$ cat src/rtl/rail_tick_pkg.sv
// ============================================================================
// Module      : rail_tick_pkg
// Description : Shared constants and divisor helper for the rail tick
//               generator (channel limits, counter width, reset divisor).
// Revision    : 1.0 - initial release
// ============================================================================
`default_nettype none

package rail_tick_pkg;

  localparam int CNT_W     = 26;
  localparam int DEF_DIV   = 4166667;  // 24 Hz TICK from a 100 MHz clock
  localparam int MAX_CH    = 8;
  localparam int LOAD_CH_W = 3;

  // A divisor of zero has no meaningful period; it behaves as a divisor of 1.
  // Operates on 32 bits so that any counter width up to 32 can share it.
  function automatic logic [31:0] clamp_div(input logic [31:0] d);
    return (d == 32'd0) ? 32'd1 : d;
  endfunction

endpackage

`default_nettype wire

$ cat src/rtl/rail_tick_if.sv
// ============================================================================
// Module      : rail_tick_if
// Description : Control/status bundle of the rail tick generator: per-channel
//               enables, sync and divisor-load strobes, TICK/SQ/PEND outputs.
// Revision    : 1.0 - initial release
// ============================================================================
`default_nettype none

interface rail_tick_if
  import rail_tick_pkg::*;
#(
  parameter int NUM_CH = 2,
  parameter int CNT_W  = rail_tick_pkg::CNT_W
);

  logic [NUM_CH-1:0]    en;
  logic                 sync;
  logic                 load;
  logic [LOAD_CH_W-1:0] load_ch;
  logic [CNT_W-1:0]     load_div;
  logic [NUM_CH-1:0]    tick;
  logic [NUM_CH-1:0]    sq;
  logic [NUM_CH-1:0]    pend;

  // Controller side: drives enables/strobes, observes the channel outputs.
  modport master (
    output en, sync, load, load_ch, load_div,
    input  tick, sq, pend
  );

  // Generator side.
  modport slave (
    input  en, sync, load, load_ch, load_div,
    output tick, sq, pend
  );

endinterface

`default_nettype wire

$ cat src/rtl/rail_tick_chan.sv
// ============================================================================
// Module      : rail_tick_chan
// Description : One clock-enable channel: down-counter with programmable
//               divisor, deferred (pending) divisor updates, registered
//               one-cycle TICK and 50% duty SQ.
// Revision    : 1.0 - initial release
// ============================================================================
`default_nettype none

module rail_tick_chan
  import rail_tick_pkg::*;
#(
  parameter int CNT_W   = rail_tick_pkg::CNT_W,   // at most 32
  parameter int DEF_DIV = rail_tick_pkg::DEF_DIV
) (
  input  wire logic             clk,
  input  wire logic             reset,
  input  wire logic             en,
  input  wire logic             sync,
  input  wire logic             ld,
  input  wire logic [CNT_W-1:0] ld_div,
  output logic                  tick,
  output logic                  sq,
  output logic                  pend
);

  localparam logic [CNT_W-1:0] RST_DIV = CNT_W'(clamp_div(32'(DEF_DIV)));

  logic [CNT_W-1:0] cnt;
  logic [CNT_W-1:0] div;
  logic [CNT_W-1:0] pend_div;
  logic [CNT_W-1:0] ld_clamped;
  logic [CNT_W-1:0] next_div;

  // Divisor used at a reload point: a same-cycle load beats a pending one,
  // which beats the currently active divisor.
  always_comb begin
    ld_clamped = CNT_W'(clamp_div(32'(ld_div)));
    next_div   = div;
    if (ld) begin
      next_div = ld_clamped;
    end else if (pend) begin
      next_div = pend_div;
    end
  end

  // Counter, divisor, pending slot and output flops; reset > sync > load > count.
  always_ff @(posedge clk) begin
    if (reset) begin
      cnt      <= RST_DIV - CNT_W'(1);
      div      <= RST_DIV;
      pend_div <= RST_DIV;
      pend     <= 1'b0;
      tick     <= 1'b0;
      sq       <= 1'b0;
    end else if (sync) begin
      div  <= next_div;
      cnt  <= next_div - CNT_W'(1);
      pend <= 1'b0;
      tick <= 1'b0;
      sq   <= 1'b0;
    end else if (!en) begin
      // Frozen channel: a load cannot truncate a running period, so it
      // takes effect at once.
      tick <= 1'b0;
      if (ld) begin
        div  <= ld_clamped;
        cnt  <= ld_clamped - CNT_W'(1);
        pend <= 1'b0;
      end
    end else if (cnt == '0) begin
      div  <= next_div;
      cnt  <= next_div - CNT_W'(1);
      pend <= 1'b0;
      tick <= 1'b1;
      sq   <= ~sq;
    end else begin
      cnt  <= cnt - CNT_W'(1);
      tick <= 1'b0;
      if (ld) begin
        pend_div <= ld_clamped;
        pend     <= 1'b1;
      end
    end
  end

endmodule

`default_nettype wire

$ cat src/rtl/rail_tick_gen.sv
// ============================================================================
// Module      : rail_tick_gen
// Description : Multi-channel clock-enable generator. Decodes the divisor
//               load target and instantiates one rail_tick_chan per channel.
// Revision    : 1.0 - initial release
// ============================================================================
`default_nettype none

module rail_tick_gen
  import rail_tick_pkg::*;
#(
  parameter int NUM_CH  = 2,                        // 1..MAX_CH
  parameter int CNT_W   = rail_tick_pkg::CNT_W,
  parameter int DEF_DIV = rail_tick_pkg::DEF_DIV
) (
  input  wire logic  clk,
  input  wire logic  reset,
  rail_tick_if.slave bus
);

  logic [NUM_CH-1:0] ld;
  logic [NUM_CH-1:0] tick;
  logic [NUM_CH-1:0] sq;
  logic [NUM_CH-1:0] pend;

  // Target indices >= NUM_CH match no channel, so such loads are dropped.
  generate
    for (genvar i = 0; i < NUM_CH; i++) begin : g_ch
      assign ld[i] = bus.load && (bus.load_ch == LOAD_CH_W'(i));

      rail_tick_chan #(
        .CNT_W   (CNT_W),
        .DEF_DIV (DEF_DIV)
      ) u_chan (
        .clk    (clk),
        .reset  (reset),
        .en     (bus.en[i]),
        .sync   (bus.sync),
        .ld     (ld[i]),
        .ld_div (bus.load_div),
        .tick   (tick[i]),
        .sq     (sq[i]),
        .pend   (pend[i])
      );
    end
  endgenerate

  assign bus.tick = tick;
  assign bus.sq   = sq;
  assign bus.pend = pend;

endmodule

`default_nettype wire

$ cat src/flat_wrapper.sv
// flat-port wrapper written by rule: the top's interface ports become plain ports
module rail_tick_gen_flat import rail_tick_pkg::*;
#(
  parameter int NUM_CH  = 2,                                    
  parameter int CNT_W   = rail_tick_pkg::CNT_W,
  parameter int DEF_DIV = rail_tick_pkg::DEF_DIV
)
  (clk, reset, bus_en, bus_sync, bus_load, bus_load_ch, bus_load_div, bus_tick, bus_sq, bus_pend);
  rail_tick_if #(.NUM_CH(NUM_CH), .CNT_W(CNT_W)) bus_i ();
  input  wire logic clk;
  input  wire logic reset;
  input wire logic [$bits(bus_i.en)-1:0] bus_en;
  input wire logic [$bits(bus_i.sync)-1:0] bus_sync;
  input wire logic [$bits(bus_i.load)-1:0] bus_load;
  input wire logic [$bits(bus_i.load_ch)-1:0] bus_load_ch;
  input wire logic [$bits(bus_i.load_div)-1:0] bus_load_div;
  output wire logic [$bits(bus_i.tick)-1:0] bus_tick;
  output wire logic [$bits(bus_i.sq)-1:0] bus_sq;
  output wire logic [$bits(bus_i.pend)-1:0] bus_pend;
  assign bus_i.en = bus_en;
  assign bus_i.sync = bus_sync;
  assign bus_i.load = bus_load;
  assign bus_i.load_ch = bus_load_ch;
  assign bus_i.load_div = bus_load_div;
  assign bus_tick = bus_i.tick;
  assign bus_sq = bus_i.sq;
  assign bus_pend = bus_i.pend;
  rail_tick_gen #(.NUM_CH(NUM_CH), .CNT_W(CNT_W), .DEF_DIV(DEF_DIV)) u_core (.clk(clk), .reset(reset), .bus(bus_i));
endmodule
$ cat config.mk
export PLATFORM = sky130hd
export DESIGN_NAME = rail_tick_gen_flat
export DESIGN_NICKNAME = d
export VERILOG_FILES = /design/src/rtl/rail_tick_pkg.sv /design/src/rtl/rail_tick_if.sv /design/src/rtl/rail_tick_chan.sv /design/src/rtl/rail_tick_gen.sv /design/src/flat_wrapper.sv
export SDC_FILE = /design/constraint.sdc
export NUM_CORES = 1
export LEC_CHECK = 0
export ABC_AREA = 1
export BUFFER_PORTS_ARGS = -buffer_cell sky130_fd_sc_hd__buf_2
export CORE_MARGIN = 2
export CORE_UTILIZATION = 56
export DETAILED_ROUTE_END_ITERATION = 16
export HOLD_SLACK_MARGIN = 0.03
export PLACE_DENSITY_LB_ADDON = 0.12
export SYNTH_ARGS = -nofsm -noshare
export SYNTH_HDL_FRONTEND = slang
export SYNTH_HIERARCHICAL = 1
export SYNTH_SLANG_ARGS = --single-unit
$ cat constraint.sdc
create_clock -name clk -period 3.4 [get_ports clk]
set_input_delay 0.34 -clock clk [delete_from_list [all_inputs] [get_ports clk]]
set_output_delay 0.34 -clock clk [all_outputs]
set_load 0.01 [all_outputs]
Yosys cells after proc, flatten, opt, wreduce, memory -nomap -nowiden
Index checks and enable logic that the tools add are counted.

word-level totals
  logic and storage cells = 81
  output and inout bits = 6
  register bits after elaboration = 162
  bits of input ports = 35

cells by class
  add/subtract/negate cells = 5
  reduce and logical (&&, ||, !) cells = 23
  eq/ne operators = 3
  bitwise logic cells = 7
  muxes and demuxes = 31

operators by type and width
  operator                                                                  number
  26-bit 2-to-1 mux                                                         21
  26-bit by 1-bit subtractor with 26-bit output (second input constant)     5
  26-bit zero test                                                          3
  2-bit AND reduction                                                       6
  1-bit 2-to-1 mux                                                          10
  4-bit AND reduction                                                       2
  2-bit nonzero test                                                        4
  1-bit NOT                                                                 7
  3-bit by 1-bit inequality test with 1-bit output (second input constant)  2
  3-bit nonzero test                                                        2
  3-bit OR reduction                                                        2
  3-bit by 1-bit equality test with 1-bit output (second input constant)    1
  3-bit zero test                                                           1
  1-bit logical AND                                                         2
  2-bit OR reduction                                                        1

Logic depth before layout (Yosys ltp)
Gate-level depths: netlist (run 1).

  word-level depth = 7
  gate-level depth with buffers = 20
  gate-level depth less buffers = 20

Modules after synthesis
Netlist (run 1), hierarchy kept.

by module, submodules not included
  module                                  instances  area each (µm²)  cells an instance  sequential area each (µm²)
  rail_tick_chan (u_core.g_ch[0].u_chan)  1          6,481.2          1,064              1,621.6
  rail_tick_chan (u_core.g_ch[1].u_chan)  1          6,185.9          1,052              1,621.6
  rail_tick_gen                           1          30.0             8                  0.0

Worst setup path before layout (run 1)
Ideal clock, no wire load.

  kind = input to register
  start point = in bus_load_ch[2]
  end point = reg u_core.g_ch[1].u_chan.cnt[20]
  stages on the path = 18
  slack = 732 ps
  setup time = 116 ps
  data arrival time = 2,551 ps
  required time = 3,284 ps
  path buffers = 2
  path through = inv_1 -> nand2_1 -> nor2_1 -> buf_4 -> buf_4 -> nor2_1 -> o21ai_0 -> nand2_1 -> inv_2 -> ha_1 -> inv_1 -> nor2_1 -> nand3_1 -> nor2_1 -> xor2_1 -> nor2_1 -> o21ai_1 -> nand2_1

on the way
  longest elaborated chain between the ends = 7
  elaborated cells on any way between the ends = 8
  classes of those cells = add/sub: 1; eq/ne: 1; mux: 4; reduce/logical: 2

ends and longest elaborated chain
  what                                                line                                        RTL
  start, declared                                     flat_wrapper.sv:15                          input wire logic [$bits(bus_i.load_ch)-1:0] bus_load_ch;
  3-bit by 1-bit equality test with 1-bit output (*)  rail_tick_gen.sv:29                         assign ld[i] = bus.load && (bus.load_ch == LOAD_CH_W'(i));
  1-bit logical AND (*)                               rail_tick_gen.sv:29
  net u_core.ld[1]                                    rail_tick_gen.sv:21                         logic [NUM_CH-1:0] ld;
  26-bit 2-to-1 mux                                   rail_tick_chan.sv:40                        if (ld) begin
  26-bit by 1-bit subtractor with 26-bit output       rail_tick_chan.sv:58, rail_tick_chan.sv:73
  26-bit 2-to-1 mux                                   rail_tick_chan.sv:71                        end else if (cnt == '0) begin
  26-bit 2-to-1 mux                                   rail_tick_chan.sv:62                        end else if (!en) begin
  26-bit 2-to-1 mux                                   rail_tick_chan.sv:56                        end else if (sync) begin
  end signal, assigned                                rail_tick_chan.sv:58                        cnt <= next_div - CNT_W'(1);
  end signal, assigned                                rail_tick_chan.sv:73                        cnt <= next_div - CNT_W'(1);
  end signal, assigned                                rail_tick_chan.sv:78                        cnt <= cnt - CNT_W'(1);
  end, declared                                       rail_tick_chan.sv:29                        logic [CNT_W-1:0] cnt;

The timed path passes the listed nets; every way through them passes the cells marked *.
A chain may end at the register's enable or synchronous reset.

Worst setup path in the final report (run 1)
  start point = in bus_load_div[8]
  end point = reg u_core.g_ch[1].u_chan.cnt[24]

on the way
  longest elaborated chain between the ends = 7
  elaborated cells on any way between the ends = 9
  classes of those cells = add/sub: 2; mux: 6; reduce/logical: 1

ends and longest elaborated chain
  what                                           line                                        RTL
  start, declared                                flat_wrapper.sv:16                          input wire logic [$bits(bus_i.load_div)-1:0] bus_load_div;
  26-bit zero test                               rail_tick_pkg.sv:19                         return (d == 32'd0) ? 32'd1 : d;
  26-bit 2-to-1 mux (*)                          rail_tick_pkg.sv:19
  26-bit 2-to-1 mux                              rail_tick_chan.sv:40
  26-bit by 1-bit subtractor with 26-bit output  rail_tick_chan.sv:58, rail_tick_chan.sv:73
  26-bit 2-to-1 mux                              rail_tick_chan.sv:71
  26-bit 2-to-1 mux                              rail_tick_chan.sv:62
  26-bit 2-to-1 mux (*)                          rail_tick_chan.sv:56

Mark *: on every way between the ends. The rest lies on a longest branch, timed or not. The select of a mux whose other input is x is not followed.

==> results of run 1 <==
## cells in the mapped netlist (3+ instances only)
master and count:
nor2_2 21, nor2_1 249, buf_4 18, nor2_4 9
nand2_1 629, ha_1 6, a211oi_1 8, o211ai_1 31
inv_1 194, nand3_1 149, buf_2 17, o21ai_2 24
nand3b_1 7, a21oi_2 8, nor2_8 3, o21bai_1 4
nand2_2 21, nand3_2 7, a21oi_1 107, dfxtp_1 162
o21ai_0 165, clkbuf_1 35, o22ai_1 4, nor3_2 4
nor4_1 7, a31oi_1 11, nand4_1 31, xor2_1 52
nand2_4 4, buf_6 13, o21ai_1 29, buf_1 4
clkinv_2 3, inv_2 27, o221ai_1 6, nor3_1 20
xnor2_1 18
## routing by layer
| metal | part of all wire (%) | up-vias | GRT usage, % |
|---|---|---|---|
| met5 | 0 | - | 0 |
| met4 | 7.5 | 0 | 27.5 |
| met3 | 7.0 | 174 | 5.52 |
| met2 | 47 | 730 | 68.8 |
| met1 | 38 | 6728 | 48.7 |
| li1 | - | 6912 | - |
## stage by stage
step	utilization (%)	instance area [µm²]	cells	hold WS (ps)	power [µW]
2_1_floorplan	-	12700	2124	437	3040
3_3_place_gp	58.2	13100	2402	448	3460
3_5_place_dp	58.2	13100	2402	453	3480
4_1_cts	60.8	13600	2434	260	5430
5_1_grt	60.8	13600	2434	278	5670
6_report	60.8	13600	2434	267	5450
## flip-flops by register name, indices dropped and copies added (netlist names)
| register | cells |
|---|---|
| u_core/g_ch.u_chan/div | 52 |
| u_core/g_ch.u_chan/pend | 2 |
| u_core/g_ch.u_chan/sq | 2 |
| u_core/g_ch.u_chan/cnt | 52 |
| u_core/g_ch.u_chan/tick | 2 |
| u_core/g_ch.u_chan/pend_div | 52 |
## path summary, 6_finish.rpt
path                                                   start                                         endpoint  slack (ps)  cells after the start
max reg2reg        u_core/g_ch[1].u_chan/cnt[0]$_SDFFE_PP0P_  u_core/g_ch[1].u_chan/pend_div[13]$_SDFFE_PP0P_         700                     12
max                                          bus_load_div[8]       u_core/g_ch[1].u_chan/cnt[24]$_SDFFE_PP0P_         660                     20
min                                          bus_load_div[6]   u_core/g_ch[1].u_chan/pend_div[6]$_SDFFE_PP0P_         270                      3
min reg2reg  u_core/g_ch[0].u_chan/pend_div[22]$_SDFFE_PP0P_  u_core/g_ch[0].u_chan/pend_div[22]$_SDFFE_PP0P_         470                      2
## power by group through the flow
stage          combinational (µW)  clock [µW]  sequential (µW)
2_1_floorplan                 910           0             2130
3_3_place_gp                 1310           0             2150
3_5_place_dp                 1320           0             2150
4_1_cts                      1330        1990             2110
5_1_grt                      1490        2050             2130
6_report                     1370        1960             2110
## final cells by class
class / count / area share [%]
clock buffers: 19 / 3.32
clock inverters: 13 / 0.863
inverters: 227 / 6.32
multi-input cells: 1648 / 59.3
flip-flops and latches: 162 / 23.8
well taps: 285 / 2.62
repair buffers: 80 / 3.76
## critical path: cells and delay by family
kind	cells	cell delay, ps
AND/OR/NAND/NOR	14	1770
buffers and inverters	3	490
adder cells (fa/ha/maj)	1	250
AO/OA/AOI/OAI	2	230
## kinds of logic (layout without fill, tap and decap cells)
| kind of cell | count (synthesis) | in the layout | synth area share [%] |
|---|---|---|---|
| AO/OA/AOI/OAI | 403 | 403 | 18.2 |
| flip-flops | 162 | 162 | 25.5 |
| adder cells (fa/ha/maj) | 6 | 6 | 0.591 |
| AND/OR/NAND/NOR | 1169 | 1169 | 40.0 |
| XOR/XNOR | 70 | 70 | 4.83 |
| buffers and inverters | 314 | 339 | 10.8 |
==> qor.yml, run 1 <==
outcome: "completed"
cts_tree: "built"
worst_ir_drop_vdd_mv: 0.233
arrival_ps: 3100
synthTopCellsByArea: "dfxtp_1 (26%), nand2_1 (19%), nor2_1 (7.4%)"
switching_share_pct: 37.1
synth_area_um2: 12700
hold_class: "input pin to register"
synth-seq-cells: 162
setup_viol: 0
path_cells: "buf_2 > nor2_1 > nand2_1 > nor2_1 > nand2_1 > nor2_1 > nor2_1 > ha_1 > nand2_1 > nor3_2 > nand3_1 > nor2_1 > nand2_1 > inv_1 > nand2_1 > nand2_1 > nand2_1 > o21ai_1 > inv_1 > a21oi_1"
crit_type: "input pin to register"
worst_pin_slew_ps: 839
critPathSlowestCell: "buf_2"
slew_viol_final: 0
powerDensity_nw_per_um2: 400
final_common_cell: "nand2_1"
final_cell_mix: "nand2_1 (629), nor2_1 (247), inv_1 (194)"
fin_nets: 2177
clkPwrFrac_pct: 36.0
portBuffers: 40
skew_ps: 13.8
drive_gt1_share_pct: 11.7
critPathCaptureType: "register"
postRouteAntennaNets: 0
fin_ws_ps: 656
cts-root-buf: "clkbuf_16"
grt_pass1_vias: 13500
cts_hold_buf: 0
htree_levels: 4
antenna_found_initial: 0
p_int_uw: 3420
die_height_um: 155
timing.fmax_mhz: 364
cts_buffers: 17
grt_max_degree: 44
ys_async_sr_fraction_pct: 0
cts_buffer_depth: 2
syn_to_final_growth_pct: 7.34
clk_pin_slew_ps: 70
clk_latency_ps: 440
hold_viol_final: 0
cp_common_cell: "nand2_1"
antennaDiodeCount: 0
cp.required_ps: 3760
synth_area_per_cell_um2: 5.98
track_usage_pct: 40.9
maxSlewHeadroom_pct: 43.5
crit_path_start_kind: "input pin"
routed_via_density: 5.98
seqPwrFrac_pct: 38.8
core-area_um2: 22400
fp.dieW_um: 155
comb_power_share_pct: 25.2
synth_top_cell_area_share_pct: 25.5
drtIter0Drc: 1564
drcViolationCount: 0
drt-total-wl_mm: 48.9
ys.flop_type: "dfxtp_1"
tns_ps: 0
yosysWarnings: 6
switchingPower_uw: 2020
dp_slack_ps: 291
seqCellArea_um2: 3240
dieArea_um2: 23900
io_pins: 41
yosysTopAreaCell: "dfxtp_1"
fill_cells: 2311
path_max_fanout: 14
drt_pass1_iterations: 8
rsz0062_at_grt: "false"
num_rows: 55
ys_types: 52
period_minus_slack_ps: 2740
synth-edff-count: 0
wire_per_inst_um: 20.1
critPathMaxStageDelay_ps: 360
multi_input_area_um2: 8090
hpwl_mm: 35.8
place_congestion: 1.05
grt_pass1_wl_mm: 75.3
ys_seq_area_share_pct: 25.5
cts.sinks: 162
synth_nets: 2165
drv_cap: 0
cts_setup_buffers: 0
start_util_pct: 56.6
vias: 14500
netlist_instances: 2124
final_min_period_over_clock_period_pct: 80.7
leakage_uw: 0.00624
cts_resized: 0
overflow: 0
No activity file was read; power rests on OpenSTA's default activity.
==> inputs of run 2 (changes only) <==
Clock period 3.4 ns to 2.8 ns, I/O delays scaled along.
==> qor.yml, run 2 (synthesis results as in run 1) <==
drtIter0Drc: 1785  # +14%
postRouteAntennaNets: 0  # unchanged
setup_viol: 0  # unchanged
dieArea_um2: 23900  # unchanged
cts_buffer_depth: 2  # unchanged
place_congestion: 1.05  # about the same
wire_per_inst_um: 20.3  # +1.2%
worst_pin_slew_ps: 786  # -52.9 ps
multi_input_area_um2: 8090  # about the same
top_regs: "u_core/g_ch.u_chan/cnt (52), u_core/g_ch.u_chan/div (52), u_core/g_ch.u_chan/pend_div (52)"
finalNonFillerCells: 2498  # +2.6%
drt-total-wl_mm: 50.8  # +3.9%
fp.dieW_um: 155  # unchanged
routed_via_density: 5.95  # -0.39%
seqCellArea_um2: 3240  # unchanged
drcViolationCount: 0  # unchanged
cts-root-buf: "clkbuf_16"
drive_gt1_share_pct: 14.3  # +2.6 points
cp.required_ps: 3160  # -600 ps
fin_ws_ps: 193  # -463 ps
holdWs_ps: 207  # -60.1 ps
dp_slack_ps: 19.6  # -271 ps
period_minus_slack_ps: 2610
powerDensity_nw_per_um2: 477  # +19%
start_util_pct: 56.6  # unchanged
io_pins: 41  # unchanged
track_usage_pct: 42.5  # +1.6 points
maxSlewHeadroom_pct: 47.6  # +4.1 points
timing.fmax_mhz: 384
hold_class: "input pin to register"
final_cell_mix: "nand2_1 (629), nor2_1 (247), inv_1 (194)"
clk_pin_slew_ps: 80  # about the same
grt_pass1_vias: 14000  # +3.7%
reg2reg_slack_ps: 190  # -510 ps
overflow: 0  # unchanged
skew_ps: 16.1  # +2.24 ps
fin_area_um2: 14100  # +3.8%
critPathCaptureType: "register"
tns_ps: 0  # unchanged
vias: 14900  # +2.2%
grt_max_degree: 53  # +20%
portBuffers: 40  # unchanged
die_height_um: 155  # unchanged
fill_cells: 2210  # -4.4%
drv_cap: 0  # unchanged
final_min_period_over_clock_period_pct: 93.1
syn_to_final_growth_pct: 11.4
outcome: "completed"
worst_ir_drop_vdd_mv: 0.359  # +54%
arrival_ps: 2970  # -130 ps
crit_type: "register to register"
cts_buffers: 17  # unchanged
slew_viol_final: 0  # unchanged
drt_pass1_iterations: 6  # -2
fin_nets: 2241  # +2.9%
dpl_cell_area_um2: 13600  # +3.8%
antenna_found_initial: 0  # unchanged
cts.sinks: 162  # unchanged
path_max_fanout: 16  # +2
grt_pass1_wl_mm: 77.9  # +3.4%
dp_cells: 2466  # +2.7%
hpwl_mm: 37.8  # +5.4%
num_rows: 55  # unchanged
htree_levels: 4  # unchanged
hold_viol_final: 0  # unchanged
clk_latency_ps: 450  # about the same
antennaDiodeCount: 0  # unchanged
rsz0062_at_grt: "false"
crit_path_start_kind: "register"
cts_tree: "built"
leakage_uw: 0.00655  # +5.0%
cts_hold_buf: 0  # unchanged
final_common_cell: "nand2_1"
core-area_um2: 22400  # unchanged
run 2: area by class of cell:
| cell class | instances | area share [%] |
|---|---|---|
| clock buffers | 18 | 3.03 |
| clock inverters | 14 | 1.11 |
| inverters | 227 | 6.10 |
| multi-input cells | 1648 | 57.2 |
| flip-flops and latches | 162 | 22.9 |
| well taps | 285 | 2.52 |
| repair buffers | 144 | 7.11 |
run 2: routing by layer:
metal / part of all wire (%) / global-route usage (%) / vias to the layer above
li1: - / - / 7045
met1: 37 / 48.9 / 6823
met2: 47 / 72.7 / 767
met3: 7.7 / 6.25 / 233
met4: 8.2 / 29.7 / 0
met5: 0 / 0 / -
run 2: worst paths after layout:
kind,to,cells after the start,startpoint
max,u_core/g_ch[0].u_chan/pend_div[14]$_SDFFE_PP0P_,12,u_core/g_ch[0].u_chan/cnt[0]$_SDFFE_PP0P_
min,u_core/g_ch[1].u_chan/tick$_SDFF_PP0_,3,bus_en[1]
max reg2reg,u_core/g_ch[0].u_chan/pend_div[14]$_SDFFE_PP0P_,12,u_core/g_ch[0].u_chan/cnt[0]$_SDFFE_PP0P_
min reg2reg,u_core/g_ch[1].u_chan/pend_div[6]$_SDFFE_PP0P_,2,u_core/g_ch[1].u_chan/pend_div[6]$_SDFFE_PP0P_
run 2: repair_timing:
item / CTS / global route
hold endpoints to repair: 0 / 0
endpoints found under the setup margin: 0 / 10
setup buffers: 0 / 0
resized for setup: 0 / 4
run 2: critical path, cell delays in order (launching register included):
cell     delay, ps
dfxtp_1        440
inv_1          120
ha_1           280
nand2_2        130
nor2_4          60
nand3_2        100
nand2_4        130
nor2_8         330
inv_4          150
nor2_4         230
buf_4          280
nand2_1         70
a21oi_1        160
run 2: metrics by stage:
stage | power [µW] | utilization (%)
2_1_floorplan | 3690 | -
3_3_place_gp | 4290 | 60.4
3_5_place_dp | 4320 | 60.4
4_1_cts | 6710 | 63.0
5_1_grt | 7030 | 63.0
6_report | 6740 | 63.0
run 2: where the power goes:
group / leakage [µW] / switching, µW / internal [µW]
Sequential: 0.00133 / 117 / 2450
Combinational: 0.00493 / 1220 / 546
Clock: 0.000284 / 1210 / 1200
Total: 0.00655 / 2540 / 4200
==> inputs of run 3 (changes only) <==
Clock period 2.8 ns to 2.3 ns, I/O delays scaled along.
==> qor.yml, run 3 (synthesis results as in run 1) <==
fp.dieW_um: 155  # unchanged
setup_viol: 0  # unchanged
fin_area_um2: 15800  # +12%
r2r_cells: 16  # +4
cts_hold_buf: 0  # unchanged
timing.fmax_mhz: 458  # +19%
drtIter0Drc: 1905  # +6.7%
core-area_um2: 22400  # unchanged
fill_cells: 1995  # -9.7%
track_usage_pct: 42.8  # +0.31 points
drt-total-wl_mm: 51.1  # +0.74%
period_minus_slack_ps: 2180  # -422 ps
grt_max_degree: 42  # -21%
hold_start: "bus_en[0]"
path_max_fanout: 24  # +8
fin_nets: 2423  # +8.1%
drv_cap: 0  # unchanged
leakage_uw: 0.00750  # +15%
finalNonFillerCells: 2680  # +7.3%
wire_per_inst_um: 19.1  # -6.1%
reg2reg_from: "u_core/g_ch[1].u_chan/pend$_SDFFE_PP0P_"
drive_gt1_share_pct: 21.7  # +7.4 points
num_rows: 55  # unchanged
cts_tree: "built"
grt_pass1_vias: 14900  # +5.9%
hold_end: "u_core/g_ch[0].u_chan/tick$_SDFF_PP0_"
antenna_found_initial: 0  # unchanged
cts_buffers: 17  # unchanged
worst_ir_drop_vdd_mv: 0.391  # +8.9%
arrival_ps: 2560  # -410 ps
reg2reg_slack_ps: 120  # -80 ps
cp.required_ps: 2680  # -480 ps
final_common_cell: "nand2_1"
grt_pass1_wl_mm: 79.1  # +1.5%
final_cell_mix: "nand2_1 (627), buf_4 (273), nor2_1 (234)"
top_regs: "u_core/g_ch.u_chan/cnt (52), u_core/g_ch.u_chan/div (52), u_core/g_ch.u_chan/pend_div (52)"
final_min_period_over_clock_period_pct: 95.0  # +1.9 points
clk_pin_slew_ps: 70  # about the same
min_path_cells: 3  # unchanged
clk_latency_ps: 450  # about the same
outcome: "completed"
worst_pin_slew_ps: 704  # -81.6 ps
routed_via_density: 5.87  # -1.5%
dpl_cell_area_um2: 15100  # +11%
skew_ps: 13.9  # -2.16 ps
critPathCaptureType: "register"
die_height_um: 155  # unchanged
tns_ps: 0  # unchanged
cts.sinks: 162  # unchanged
dp_slack_ps: -233  # -253 ps
hpwl_mm: 38.8  # +2.8%
place_congestion: 1.08  # +3.3%
postRouteAntennaNets: 0  # unchanged
syn_to_final_growth_pct: 24.3
slew_viol_final: 0  # unchanged
fin_ws_ps: 115  # -78.3 ps
dieArea_um2: 23900  # unchanged
startpoint: "u_core/g_ch[1].u_chan/pend$_SDFFE_PP0P_"
cts_buffer_depth: 2  # unchanged
start_util_pct: 56.6  # unchanged
crit_path_start_kind: "register"
overflow: 0  # unchanged
cts-root-buf: "clkbuf_16"
crit_type: "register to register"
hold_viol_final: 0  # unchanged
io_pins: 41  # unchanged
maxSlewHeadroom_pct: 52.6  # +5.0 points
hold_class: "input pin to register"
powerDensity_nw_per_um2: 546  # +15%
drcViolationCount: 0  # unchanged
antennaDiodeCount: 0  # unchanged
dp_cells: 2646  # +7.3%
reg2reg_to: "u_core/g_ch[1].u_chan/cnt[23]$_SDFFE_PP0P_"
vias: 15700  # +5.7%
htree_levels: 4  # unchanged
portBuffers: 40  # unchanged
drt_pass1_iterations: 9  # +3
==> run 3: changes by cell type in the layout (fill, tap and decap cells not counted), sizes merged <==
cell and delta:
buf +182, bufinv +2, clkinv -2
==> run 3: critical path, cell delays in order, from the launching register on <==
cell,delay (ps)
dfxtp_2,400
inv_2,70
buf_12,160
nand2_1,70
nand3_1,60
o21ai_1,80
buf_4,170
nand2_1,100
inv_1,80
nand2_1,100
inv_1,80
nand4_1,210
o21ai_1,220
nand2_1,70
nor2_1,120
nor2_1,50
nor2_1,70
==> run 3: through the flow <==
step           total power, µW  util, %  hold slack (ps)
3_3_place_gp              5510     67.1              447
4_1_cts                   8560     69.8              158
6_report                  8620     70.4              168
3_5_place_dp              5540     67.1              453
5_1_grt                   8980     70.4              169
2_1_floorplan             4500        -              371
==> run 3: layout make-up <==
| type | count | area, µm² | area share, % |
|---|---|---|---|
| Inverter | 227 | 867 | 5.49 |
| Clock buffer | 18 | 429 | 2.72 |
| Tap cell | 285 | 357 | 2.26 |
| Multi-Input combinational cell | 1648 | 8210 | 52.0 |
| Timing Repair Buffer | 326 | 2510 | 15.9 |
| Sequential cell | 162 | 3250 | 20.6 |
| Clock inverter | 14 | 168 | 1.06 |
==> run 3: what timing repair did <==
| action | CTS | global route |
|---|---|---|
| pin swaps | 0 | 3 |
| resized for setup | 1 | 32 |
| setup endpoints to repair | 2 | 74 |
| buffers inserted | 0 | 2 |
==> run 3: worst max-delay path by stage <==
stage | to | cells after the start
after CTS | u_core/g_ch[0].u_chan/cnt[22]$_SDFFE_PP0P_ | 14
after floorplan | u_core/g_ch[1].u_chan/cnt[20]$_SDFFE_PP1P_ | 18
after detailed placement | u_core/g_ch[1].u_chan/cnt[20]$_SDFFE_PP1P_ | 18
final | u_core/g_ch[1].u_chan/cnt[23]$_SDFFE_PP0P_ | 16
after global placement | u_core/g_ch[1].u_chan/cnt[20]$_SDFFE_PP1P_ | 18
after global routing | u_core/g_ch[1].u_chan/cnt[20]$_SDFFE_PP1P_ | 14
==> run 3: metal layers <==
layer  global-route usage (%)  up-vias  wire, µm
li1                         -     7406         -
met2                     69.0      895     22800
met1                     50.3     7162     19300
met5                        0        -         0
met3                     6.42      256      4150
met4                     35.7        0      4960
==> run 3: where the power goes <==
group | switching [µW] | leakage [µW] | internal, µW
Combinational | 1540 | 0.00588 | 918
Clock | 1400 | 0.000292 | 1640
Sequential | 138 | 0.00133 | 2980
Total | 3080 | 0.00750 | 5540
